**src/rtl/pomodoro_sequencer.sv**
```systemverilog
`default_nettype none
//==============================================================================
// Module   : pomodoro_sequencer
// Brief    : Work / short-break / long-break countdown sequencer driven by a
//            one-second prescaler. Define POMO_AUTO_ADVANCE_EN to keep the
//            countdown running across WORK<->break transitions.
// Revision : 1.0 - initial release
//==============================================================================
module pomodoro_sequencer #(
    parameter int CLK_HZ            = 100000000,
    parameter int MIN_W             = 7,
    parameter int SESSIONS_PER_LONG = 4,
    parameter int SHORT_BREAK_MIN   = 5,
    parameter int LONG_BREAK_MIN    = 15
) (
    input  logic             clk,
    input  logic             reset,
    input  logic             start_pause,
    input  logic             skip,
    input  logic [1:0]       work_sel,
    output logic [MIN_W-1:0] minutes,
    output logic [5:0]       seconds,
    output logic [1:0]       phase,
    output logic             running,
    output logic [3:0]       session_cnt,
    output logic             phase_done
);

    localparam int                   c_PRESC_W   = (CLK_HZ > 1) ? $clog2(CLK_HZ) : 1;
    localparam logic [c_PRESC_W-1:0] c_PRESC_MAX = c_PRESC_W'(CLK_HZ - 1);
    localparam logic [3:0]           c_SPL       = 4'(SESSIONS_PER_LONG);
    localparam logic [MIN_W-1:0]     c_SHORT_MIN = MIN_W'(SHORT_BREAK_MIN);
    localparam logic [MIN_W-1:0]     c_LONG_MIN  = MIN_W'(LONG_BREAK_MIN);

`ifdef POMO_AUTO_ADVANCE_EN
    localparam logic c_AUTO_ADVANCE = 1'b1;
`else
    localparam logic c_AUTO_ADVANCE = 1'b0;
`endif

    typedef enum logic [1:0] {
        ST_IDLE  = 2'b00,
        ST_WORK  = 2'b01,
        ST_SHORT = 2'b10,
        ST_LONG  = 2'b11
    } state_t;

    state_t               r_state,    w_state_nxt;
    logic                 r_running,  w_running_nxt;
    logic [MIN_W-1:0]     r_min,      w_min_nxt;
    logic [5:0]           r_sec,      w_sec_nxt;
    logic [3:0]           r_cnt,      w_cnt_nxt;
    logic [c_PRESC_W-1:0] r_presc,    w_presc_nxt;
    logic                 r_done,     w_done_nxt;
    logic [1:0]           r_work_sel, w_sel_nxt;
    logic                 r_sp_prev;
    logic                 r_skip_prev;

    logic                 w_sp_edge;
    logic                 w_skip_edge;
    logic                 w_tick;
    logic                 w_phase_end;
    logic [3:0]           w_cnt_inc;

    // {minutes, seconds} for each work preset
    function automatic logic [MIN_W+5:0] f_work_time(input logic [1:0] sel);
        logic [MIN_W+5:0] v;
        v = '0;
        case (sel)
            2'b00: v = {MIN_W'(0),  6'd10};
            2'b01: v = {MIN_W'(20), 6'd0};
            2'b10: v = {MIN_W'(25), 6'd0};
            2'b11: v = {MIN_W'(30), 6'd0};
        endcase
        return v;
    endfunction

    assign w_sp_edge   = start_pause & ~r_sp_prev;
    assign w_skip_edge = skip & ~r_skip_prev;
    assign w_tick      = r_running && (r_presc == c_PRESC_MAX);
    assign w_cnt_inc   = r_cnt + 4'd1;
    // A skip edge ends the phase on its own and swallows any coincident tick
    assign w_phase_end = (r_state != ST_IDLE) &&
                         (w_skip_edge || (w_tick && (r_min == '0) && (r_sec == '0)));

    always_comb begin
        w_state_nxt   = r_state;
        w_running_nxt = r_running;
        w_min_nxt     = r_min;
        w_sec_nxt     = r_sec;
        w_cnt_nxt     = r_cnt;
        w_presc_nxt   = r_presc;
        w_done_nxt    = 1'b0;
        w_sel_nxt     = r_work_sel;

        if (r_state == ST_IDLE) begin
            {w_min_nxt, w_sec_nxt} = f_work_time(work_sel);
            w_presc_nxt            = '0;
            if (w_sp_edge) begin
                w_state_nxt   = ST_WORK;
                w_running_nxt = 1'b1;
                w_sel_nxt     = work_sel;
            end
        end else if (w_phase_end) begin
            w_done_nxt  = 1'b1;
            w_presc_nxt = '0;
            case (r_state)
                ST_WORK: begin
                    if (w_skip_edge) begin
                        w_state_nxt = ST_SHORT;
                    end else begin
                        w_cnt_nxt   = w_cnt_inc;
                        w_state_nxt = (w_cnt_inc < c_SPL) ? ST_SHORT : ST_LONG;
                    end
                end
                ST_SHORT: w_state_nxt = ST_WORK;
                default: begin
                    w_state_nxt = ST_IDLE;
                    w_cnt_nxt   = 4'd0;
                end
            endcase

            case (w_state_nxt)
                ST_WORK:  {w_min_nxt, w_sec_nxt} = f_work_time(r_work_sel);
                ST_SHORT: {w_min_nxt, w_sec_nxt} = {c_SHORT_MIN, 6'd0};
                ST_LONG:  {w_min_nxt, w_sec_nxt} = {c_LONG_MIN, 6'd0};
                default:  {w_min_nxt, w_sec_nxt} = f_work_time(work_sel);
            endcase

            w_running_nxt = (w_state_nxt != ST_IDLE) && c_AUTO_ADVANCE;

            // A start edge on the ending cycle acts on the phase being entered
            if (w_sp_edge) begin
                if (w_state_nxt == ST_IDLE) begin
                    w_state_nxt            = ST_WORK;
                    w_running_nxt          = 1'b1;
                    w_sel_nxt              = work_sel;
                    {w_min_nxt, w_sec_nxt} = f_work_time(work_sel);
                end else begin
                    w_running_nxt = ~w_running_nxt;
                end
            end
        end else begin
            if (w_tick) begin
                w_presc_nxt = '0;
                if (r_sec != 6'd0) begin
                    w_sec_nxt = r_sec - 6'd1;
                end else if (r_min != '0) begin
                    w_sec_nxt = 6'd59;
                    w_min_nxt = r_min - MIN_W'(1);
                end
            end else if (r_running) begin
                w_presc_nxt = r_presc + 1'b1;
            end
            if (w_sp_edge) begin
                w_running_nxt = ~r_running;
            end
        end
    end

    always_ff @(posedge clk or negedge reset) begin
        if (!reset) begin
            r_state     <= ST_IDLE;
            r_running   <= 1'b0;
            r_min       <= '0;
            r_sec       <= 6'd0;
            r_cnt       <= 4'd0;
            r_presc     <= '0;
            r_done      <= 1'b0;
            r_work_sel  <= 2'b00;
            r_sp_prev   <= 1'b0;
            r_skip_prev <= 1'b0;
        end else begin
            r_state     <= w_state_nxt;
            r_running   <= w_running_nxt;
            r_min       <= w_min_nxt;
            r_sec       <= w_sec_nxt;
            r_cnt       <= w_cnt_nxt;
            r_presc     <= w_presc_nxt;
            r_done      <= w_done_nxt;
            r_work_sel  <= w_sel_nxt;
            r_sp_prev   <= start_pause;
            r_skip_prev <= skip;
        end
    end

    assign minutes     = r_min;
    assign seconds     = r_sec;
    assign phase       = r_state;
    assign running     = r_running;
    assign session_cnt = r_cnt;
    assign phase_done  = r_done;

endmodule
`default_nettype wire

```
**config.mk**
```make
export PLATFORM = sky130hd
export DESIGN_NAME = pomodoro_sequencer
export DESIGN_NICKNAME = d
export VERILOG_FILES = /design/src/rtl/pomodoro_sequencer.sv
export SDC_FILE = /design/constraint.sdc
export NUM_CORES = 1
export LEC_CHECK = 0
export ABC_CLOCK_PERIOD_IN_PS = 6370
export BUFFER_PORTS_ARGS = -buffer_cell sky130_fd_sc_hd__buf_2
export CAP_MARGIN = 25
export CORE_UTILIZATION = 28
export DETAILED_ROUTE_END_ITERATION = 10
export GPL_ROUTABILITY_DRIVEN = 0
export MAX_ROUTING_LAYER = met4
export PLACE_DENSITY = 0.5
export SLEW_MARGIN = 20
export SYNTH_ARGS = -nofsm -noshare
export SYNTH_HDL_FRONTEND = slang
export SYNTH_SLANG_ARGS = --single-unit
export TNS_END_PERCENT = 50
```
**constraint.sdc**
```tcl
create_clock -name clk -period 6.37 [get_ports clk]
set_input_delay 0 -clock clk [delete_from_list [all_inputs] [get_ports clk]]
set_output_delay 0 -clock clk [all_outputs]
set_load 0.02 [all_outputs]
```
==> load_flow_metrics.sql, run 1 <==
INSERT INTO impl_metrics (metric_group, metric, value, unit) VALUES
('timing', 'setup_repair_after_global_routing_missed_its_margin', 'no', ''),
('layout', 'layout-area-overhead-vs-synth', '11.50', '%'),
('layout', 'instances_no_fill', '518', ''),
('floorplan', 'die-area', '11540', 'um^2'),
('synthesis', 'synth_edf_count', '0', ''),
('synthesis', 'post_synth_most_frequent_cells', 'dfrtp_1, nor2_1, nand2_1, a21oi_1, o21ai_0', ''),
('floorplan', 'design.portCount', '27', ''),
('layout', 'sequential_cell_area', '1301', 'um^2'),
('routing', 'wl_per_cell', '14.23', 'um'),
('synthesis', 'synth.most_common_cell', 'dfrtp_1', ''),
('routing', 'drt_pre_antenna_iters', '4', ''),
('worst_hold_path', 'worst_hold_startpoint', 'work_sel[0]', ''),
('grt', 'grt_pass1_vias', '2422', ''),
('worst_hold_path', 'hold-path-endpoint', 'r_work_sel[0]', ''),
('worst_setup_path', 'r2r-start', 'phase[0]', ''),
('placed_design', 'place.detailed.instances', '506', ''),
('clock_network', 'tritoncts', 'built', ''),
('timing', 'maxSlewViolCount', '0', ''),
('power_and_ir_drop', 'swShare', '44.91', '%'),
('placed_design', 'place.port_buffers', '26', ''),
('routing', 'drt_drc_violations_left', '0', ''),
('routing', 'ratio_of_routed_vias_to_standard_cells', '4.969', ''),
('power_and_ir_drop', 'power_per_cell_area', '329.8', 'nW/um^2'),
('worst_setup_path', 'rr_worst_depth', '6', ''),
('power_and_ir_drop', 'power.leakage', '1.426', 'nW'),
('worst_setup_path', 'cp.required', '6.57', 'ns'),
('timing', 'post-route-min-period', '3.031', 'ns'),
('synthesis', 'synth.area.top_cells', 'dfrtp_1, nor2_1, nand2_1', ''),
('placed_design', 'post-dp-hpwl', '5.219', 'mm'),
('power_and_ir_drop', 'seq_power_share', '38.7', '%'),
('grt', 'grt_start_max_net_pins', '53', ''),
('timing', 'fin_tns_setup', '0', 'ns'),
('clock_network', 'clock_sink_count', '52', ''),
('synthesis', 'async_flop_share', '100.0', '%'),
('synthesis', 'yosys.area.top_type_share', '41.80', '%'),
('grt', 'grt_first_pass_wirelength', '12.65', 'mm'),
('worst_hold_path', 'hold_path.class', 'in2reg', ''),
('floorplan', 'effective_utilization_at_floorplan', '28.72', '%'),
('routing', 'routed-via-count', '2574', ''),
('outcome', 'outcome', 'complete, no violations', ''),
('synthesis', 'netlist-cell-type-count', '55', ''),
('synthesis', 'mappedNetlistNets', '368', ''),
('timing', 'max_clock_freq', '0.3299', 'GHz'),
('grt', 'initial_antenna_violation_count', '0', ''),
('synthesis', 'ys_seq_elements', '52', ''),
('worst_hold_path', 'whs_path_depth', '2', ''),
('worst_setup_path', 'timing.critical_path.from_type', 'flop', ''),
('worst_setup_path', 'buffers_plus_inverters_on_the_worst_setup_path', '1', ''),
('synthesis', 'synth-warning-count', '0', ''),
('worst_setup_path', 'crit_chain', 'inv_1, ha_1, nor2_1, nand2_1, o21ai_0, nor2_1', ''),
('worst_setup_path', 'worst_path_max_delay_cell', 'nor2_1', ''),
('layout', 'layout.nets', '392', ''),
('clock_network', 'cts.reportedPaths.clkPinSlew', '0.10', 'ns'),
('clock_network', 'post_cts_resize_count', '0', ''),
('power_and_ir_drop', 'post_layout_total_power', '1.145', 'mW'),
('synthesis', 'synth_area', '3113', 'um^2'),
('worst_setup_path', 'crit_top_cell', 'nor2_1', ''),
('floorplan', 'fp-row-count', '38', ''),
('synthesis', 'yosysSeqAreaShare', '41.80', '%'),
('worst_setup_path', 'critical_path.max_stage_delay', '0.80', 'ns'),
('synthesis', 'synth_area_per_cell', '8.819', 'um^2'),
('routing', 'route.antenna.remaining_nets', '0', ''),
('timing', 'maxSlewHeadroom', '37.35', '%'),
('clock_network', 'clk_root_buffer_cell', 'clkbuf_8', ''),
('timing', 'finalCritPeriodShare', '47.59', '%'),
('synthesis', 'post_synth_inst_count', '353', ''),
('layout', 'fraction_of_final_layout_cells_sized_beyond_drive_strength_1', '13.49', '%'),
('timing', 'clock_skew', '0.008753', 'ns'),
('clock_network', 'clock_insertion_delay_at_the_later_pin_of_the_skew_report', '0.31', 'ns'),
('clock_network', 'ctsLongestPathBuffers', '2', ''),
('power_and_ir_drop', 'switchingPower', '514.1', 'uW');
[sequential cells by signal, summed over array words and instances (netlist names)]
name         count
r_sp_prev        1
phase            2
r_work_sel       2
r_presc         27
running          1
minutes          7
session_cnt      4
phase_done       1
seconds          6
r_skip_prev      1
[how the worst max path moves through the flow]
stage                     startpoint  depth (start not counted)     endpoint
after floorplan             phase[0]                          8  r_presc[26]
after global placement      phase[0]                          6   seconds[1]
after detailed placement    phase[0]                          6   seconds[1]
after CTS                   phase[0]                          6   seconds[1]
after global routing        phase[0]                          6   seconds[1]
final                       phase[0]                          6   seconds[1]
[power groups by stage]
stage,combinational (mW),clock (mW),sequential [mW]
finish,0.509,0.193,0.443
global route,0.572,0.216,0.453
CTS,0.512,0.205,0.443
detailed placement,0.508,0,0.449
global placement,0.509,0,0.448
floorplan,0.346,0,0.471
[per-layer routing]
layer,vias to the layer above,part of all wire [%],track usage (%)
li1,1287,-,-
met3,5,1.6,1.998
met5,-,0,-
met2,19,50,22.81
met4,0,0.49,2.348
met1,1263,48,19.06
[what timing repair did]
action | 4_1_cts | 5_1_grt
hold buffers | 3 | 0
endpoints found under the hold margin | 54 | 0
buffers inserted | 0 | 0
[cell families (layout without fill, tap and decap cells)]
group / count (synthesis) / count (layout) / synth area share [%]
AO/OA/AOI/OAI: 74 / 74 / 14.63
XOR/XNOR: 22 / 22 / 6.190
adder cells (fa/ha/maj): 9 / 9 / 3.617
buffers and inverters: 30 / 55 / 4.421
flip-flops: 52 / 52 / 41.80
multiplexers: 8 / 8 / 2.773
AND/OR/NAND/NOR: 158 / 158 / 26.57
[final cells by class]
cell class / instances / share of cell area (%)
multi-input combinational: 271 / 48.23
sequential: 52 / 37.49
tap: 140 / 5.047
timing repair buffer: 31 / 4.975
clock buffer: 5 / 1.983
inverter: 16 / 1.730
clock inverter: 3 / 0.5407
[per-stage QoR]
stage	setup slack, ns	area (um^2)	util [%]
global route	3.044	3471	32.02
floorplan	4.033	3113	-
finish	3.339	3471	32.02
global placement	3.416	3348	30.89
detailed placement	3.380	3348	30.89
CTS	3.354	3466	31.97
[placed cells by master, fill, tap and decap left out, types with 2 or more instances in the layout]
master and n:
a211oi_1 2, a21o_1 2, a21oi_1 23, a221o_1 2, a22oi_1 2, a31oi_1 5, and3_2 2, buf_2 27
clkbuf_8 5, clkinv_2 2, dfrtp_1 52, dlygate4sd3_1 3, ha_1 9, inv_1 16, mux2_2 5, mux2i_1 3
nand2_1 35, nand2b_1 6, nand3_1 14, nand4_1 7, nand4b_1 4, nor2_1 49, nor2b_1 3, nor3_1 14
nor4_1 4, nor4_4 2, o211ai_1 2, o21ai_0 22, o22ai_1 2, o31ai_1 4, or3_1 4, or4_1 2
xnor2_1 13, xor2_1 9
No activity file was read; power rests on OpenSTA's default activity.
==> run 2: changes to the inputs <==
--- a/config.mk
+++ b/config.mk
@@ -5,14 +5,15 @@
 export SDC_FILE = /design/constraint.sdc
 export NUM_CORES = 1
 export LEC_CHECK = 0
-export ABC_CLOCK_PERIOD_IN_PS = 6370
+export ABC_AREA = 1
+export ABC_CLOCK_PERIOD_IN_PS = 2730
 export BUFFER_PORTS_ARGS = -buffer_cell sky130_fd_sc_hd__buf_2
 export CAP_MARGIN = 25
 export CORE_UTILIZATION = 28
 export DETAILED_ROUTE_END_ITERATION = 10
 export GPL_ROUTABILITY_DRIVEN = 0
 export MAX_ROUTING_LAYER = met4
-export PLACE_DENSITY = 0.5
+export PLACE_DENSITY = 0.51
 export SLEW_MARGIN = 20
 export SYNTH_ARGS = -nofsm -noshare
 export SYNTH_HDL_FRONTEND = slang
==> constraint.sdc (replaced) <==
create_clock -name clk -period 2.73 [get_ports clk]
set_input_delay 0 -clock clk [delete_from_list [all_inputs] [get_ports clk]]
set_output_delay 0 -clock clk [all_outputs]
set_load 0.02 [all_outputs]
==> run 2 against run 1 <==
- non-clock buffer count is 1 higher
- design area is 20% higher
- combinational power grew to 2.9 times the previous value
- via count is 35% higher
- sequential power is 140% higher
- setup slack worse by 2.8 ns
- final cell count is 39% higher
- critical endpoint is now r_presc[15]
- largest cell class unchanged
==> load_flow_metrics.sql, run 2 <==
INSERT INTO impl_metrics (metric_group, metric, value, unit) VALUES
('routing', 'ratio_of_routed_vias_to_standard_cells', '4.818', ''),
('routing', 'wl_per_cell', '13.56', 'um'),
('timing', 'timing.final.ws_setup', '0.5309', 'ns'),
('synthesis', 'synth-compound-area-share', '7.619', '%'),
('power_and_ir_drop', 'seq_power_share', '32.2', '%'),
('layout', 'n_fill_cell', '1437', ''),
('synthesis', 'synth.area.top_cells', 'dfrtp_1, nand2_1, nor2_1', ''),
('synthesis', 'synth_simple_gate_area_share', '40.65', '%'),
('timing', 'finalHoldViolations', '0', ''),
('job', 'max-cap-violations', '0', ''),
('clock_network', 'clock_sink_count', '52', ''),
('routing', 'top_layer_reached_by_signal_wires', 'met4', ''),
('layout', 'largest_register_ffs', '27', ''),
('clock_network', 'cts_setup_buffers', '0', ''),
('synthesis', 'yosysSeqAreaShare', '35.37', '%'),
('floorplan', 'fp-row-count', '41', ''),
('synthesis', 'synth_area', '3679', 'um^2'),
('synthesis', 'post_synth_inst_count', '519', ''),
('routing', 'routed-via-count', '3464', ''),
('layout', 'most-common-layout-cells', 'nand2_1, nor2_1, inv_1', ''),
('routing', 'route.antenna.remaining_nets', '0', ''),
('clock_network', 'htree_num_levels', '2', ''),
('synthesis', 'synth_edf_count', '0', ''),
('timing', 'clock_skew', '0.006969', 'ns'),
('routing', 'drt_first_iter_violations', '156', ''),
('floorplan', 'effective_utilization_at_floorplan', '28.91', '%'),
('worst_setup_path', 'timing.critical_path.from_type', 'flop', ''),
('worst_setup_path', 'cp.required', '2.90', 'ns'),
('timing', 'setup_repair_after_global_routing_missed_its_margin', 'no', ''),
('worst_setup_path', 'critical_path_arrival', '2.37', 'ns'),
('grt', 'grt_first_pass_wirelength', '16.20', 'mm'),
('floorplan', 'dieWidth', '116.6', 'um'),
('power_and_ir_drop', 'power.clock.fraction', '23.0', '%'),
('synthesis', 'yosys.area.top_type', 'dfrtp_1', ''),
('clock_network', 'tritoncts', 'built', ''),
('worst_setup_path', 'setup.worst_path.end_class', 'flop', ''),
('power_and_ir_drop', 'switchingPower', '1.477', 'mW'),
('layout', 'layout-area-overhead-vs-synth', '13.16', '%'),
('synthesis', 'synth_area_per_cell', '7.088', 'um^2'),
('routing', 'route.met2.wl', '4.554', 'mm'),
('timing', 'maxSlewHeadroom', '60.48', '%'),
('grt', 'grt_use_total', '15.88', '%'),
('routing', 'met1Wirelength', '4.600', 'mm'),
('routing', 'met3RoutedLength', '464', 'um'),
('synthesis', 'synth-warning-count', '0', ''),
('timing', 'fin_tns_setup', '0', 'ns'),
('power_and_ir_drop', 'share_comb_of_total_power', '44.8', '%'),
('worst_setup_path', 'setup.worst_path.class', 'reg2reg', ''),
('clock_network', 'cts.reportedPaths.clkPinSlew', '0.07', 'ns'),
('synthesis', 'synthXorXnorAreaFrac', '4.286', '%'),
('synthesis', 'async_flop_share', '100.0', '%'),
('timing', 'maxSlewViolCount', '0', ''),
('layout', 'fraction_of_final_layout_cells_sized_beyond_drive_strength_1', '11.70', '%'),
('layout', 'layout.nets', '561', ''),
('grt', 'grt_pass1_vias', '3309', ''),
('floorplan', 'die-area', '13600', 'um^2'),
('power_and_ir_drop', 'power_per_cell_area', '795.0', 'nW/um^2'),
('synthesis', 'mappedNetlistNets', '534', ''),
('worst_setup_path', 'critical_path_peak_fanout', '36', ''),
('grt', 'grt_overflow_total', '0', ''),
('routing', 'drt_drc_violations_left', '0', ''),
('synthesis', 'synth_fa_ha_area_share', '3.061', '%'),
('power_and_ir_drop', 'irDropWorstVdd', '0.4853', 'mV'),
('clock_network', 'clk_root_buffer_cell', 'clkbuf_16', ''),
('power_and_ir_drop', 'power.internal', '1.832', 'mW'),
('synthesis', 'netlist-cell-type-count', '44', ''),
('grt', 'grt_start_max_net_pins', '37', ''),
('synthesis', 'post_synth_most_frequent_cells', 'nand2_1, nor2_1, inv_1, dfrtp_1, nand3_1', ''),
('timing', 'finalCritPeriodShare', '80.55', '%'),
('layout', 'antenna_cells', '0', ''),
('synthesis', 'synth_top_family_by_area', 'simple AND/OR/NAND/NOR gates', ''),
('clock_network', 'tritoncts.num_buffers', '5', ''),
('floorplan', 'die_height', '116.6', 'um'),
('timing', 'max_clock_freq', '0.4547', 'GHz'),
('grt', 'initial_antenna_violation_count', '0', ''),
('power_and_ir_drop', 'swShare', '44.64', '%'),
('clock_network', 'ctsLongestPathBuffers', '2', ''),
('layout', 'regMostFlops', 'r_presc', ''),
('routing', 'drt_pre_antenna_iters', '4', ''),
('timing', 'worst_max_slew_pin_slew', '0.5927', 'ns'),
('clock_network', 'clock_insertion_delay_at_the_later_pin_of_the_skew_report', '0.30', 'ns'),
('power_and_ir_drop', 'power.leakage', '1.940', 'nW'),
('synthesis', 'ys_seq_elements', '52', ''),
('worst_hold_path', 'hold_path.class', 'in2reg', ''),
('synthesis', 'yosys.area.top_type_share', '35.37', '%'),
('placed_design', 'place.port_buffers', '26', ''),
('floorplan', 'design.portCount', '27', ''),
('timing', 'finalSetupViolCount', '0', ''),
('synthesis', 'synth.most_common_cell', 'nand2_1', ''),
('outcome', 'outcome', 'complete, no violations', ''),
('synthesis', 'postSynth.topFlopCell', 'dfrtp_1', ''),
('placed_design', 'post-dp-hpwl', '7.471', 'mm'),
('routing', 'wirelength', '9.751', 'mm'),
('placed_design', 'place_worst_setup_slack', '0.5359', 'ns'),
('layout', 'final_common_cell', 'nand2_1', ''),
('synthesis', 'muxShareOfSynthArea', '0', '%'),
('floorplan', 'placeableCoreArea', '12720', 'um^2'),
('timing', 'post-route-min-period', '2.199', 'ns');
==> run 2: through the flow <==
stage	utilization (%)	power, mW	hold WS [ns]	cell area (um^2)	std cells
2_1_floorplan	-	2.169	-0.2956	3679	519
3_3_place_gp	31.09	2.570	0.04755	3955	708
3_5_place_dp	31.09	2.571	0.04578	3955	708
4_1_cts	32.72	3.351	0.04868	4163	719
5_1_grt	32.72	3.558	0.07696	4163	719
6_report	32.72	3.309	0.05610	4163	719
==> run 2: cell families (layout without fill, tap and decap cells) <==
group,after synthesis,after routing
AOI/OAI and AO/OA,49,49
xor gates and xnor gates,18,18
adders and majority gates,9,9
buffers and inverters,74,102
DFF,52,52
and+or+nand+nor,317,317
==> run 2: final timing paths <==
check	startpoint	slack, ns	cells past startpoint	to
worst max-delay path	seconds[0]	0.53	13	r_presc[15]
worst min-delay path	work_sel[0]	0.06	3	r_work_sel[0]
worst max register to register	seconds[0]	0.53	13	r_presc[15]
worst min register to register	r_work_sel[1]	0.54	2	r_work_sel[1]
max in group asynchronous	reset	1.71	3	r_presc[8]
min in group asynchronous	reset	0.24	2	r_presc[6]
==> run 2: repair_timing <==
item                      CTS  global route
hold buffers                3             0
resized for setup           0             0
hold endpoints to repair   27             0
==> run 2: power groups by stage <==
| stage | clock network [mW] | registers (mW) | logic [mW] |
|---|---|---|---|
| final | 0.760 | 1.07 | 1.48 |
| after global routing | 0.810 | 1.09 | 1.66 |
| after CTS | 0.785 | 1.06 | 1.50 |
| after detailed placement | 0 | 1.08 | 1.49 |
| after global placement | 0 | 1.08 | 1.49 |
| after floorplan | 0 | 1.17 | 1.00 |
==> run 2: final cells by class <==
type	count	area [um^2]	share of cell area, %
multi-input cells	393	2046	49.14
flip-flops and latches	52	1301	31.26
inverters	62	240.2	5.771
well taps	172	215.2	5.170
repair buffers	32	182.7	4.388
clock buffers	6	138.9	3.336
clock inverters	2	38.79	0.9318
==> run 2: worst max-delay path, cell delays in order, from the launching register on <==
cell,delay [ns]
dfrtp_1,0.37
inv_1,0.11
ha_1,0.18
inv_1,0.06
nor3_2,0.17
nand2_1,0.15
nor2_2,0.18
nand3_4,0.12
nand3_4,0.12
inv_4,0.08
nand2_8,0.19
inv_2,0.17
nand2_1,0.08
o21ai_0,0.07
==> run 2: metal layers <==
metal  up-vias  track usage [%]
li1       1746                -
met1      1639            20.58
met2        69            25.64
met3        10            2.906
met4         0            3.713
met5         -                -
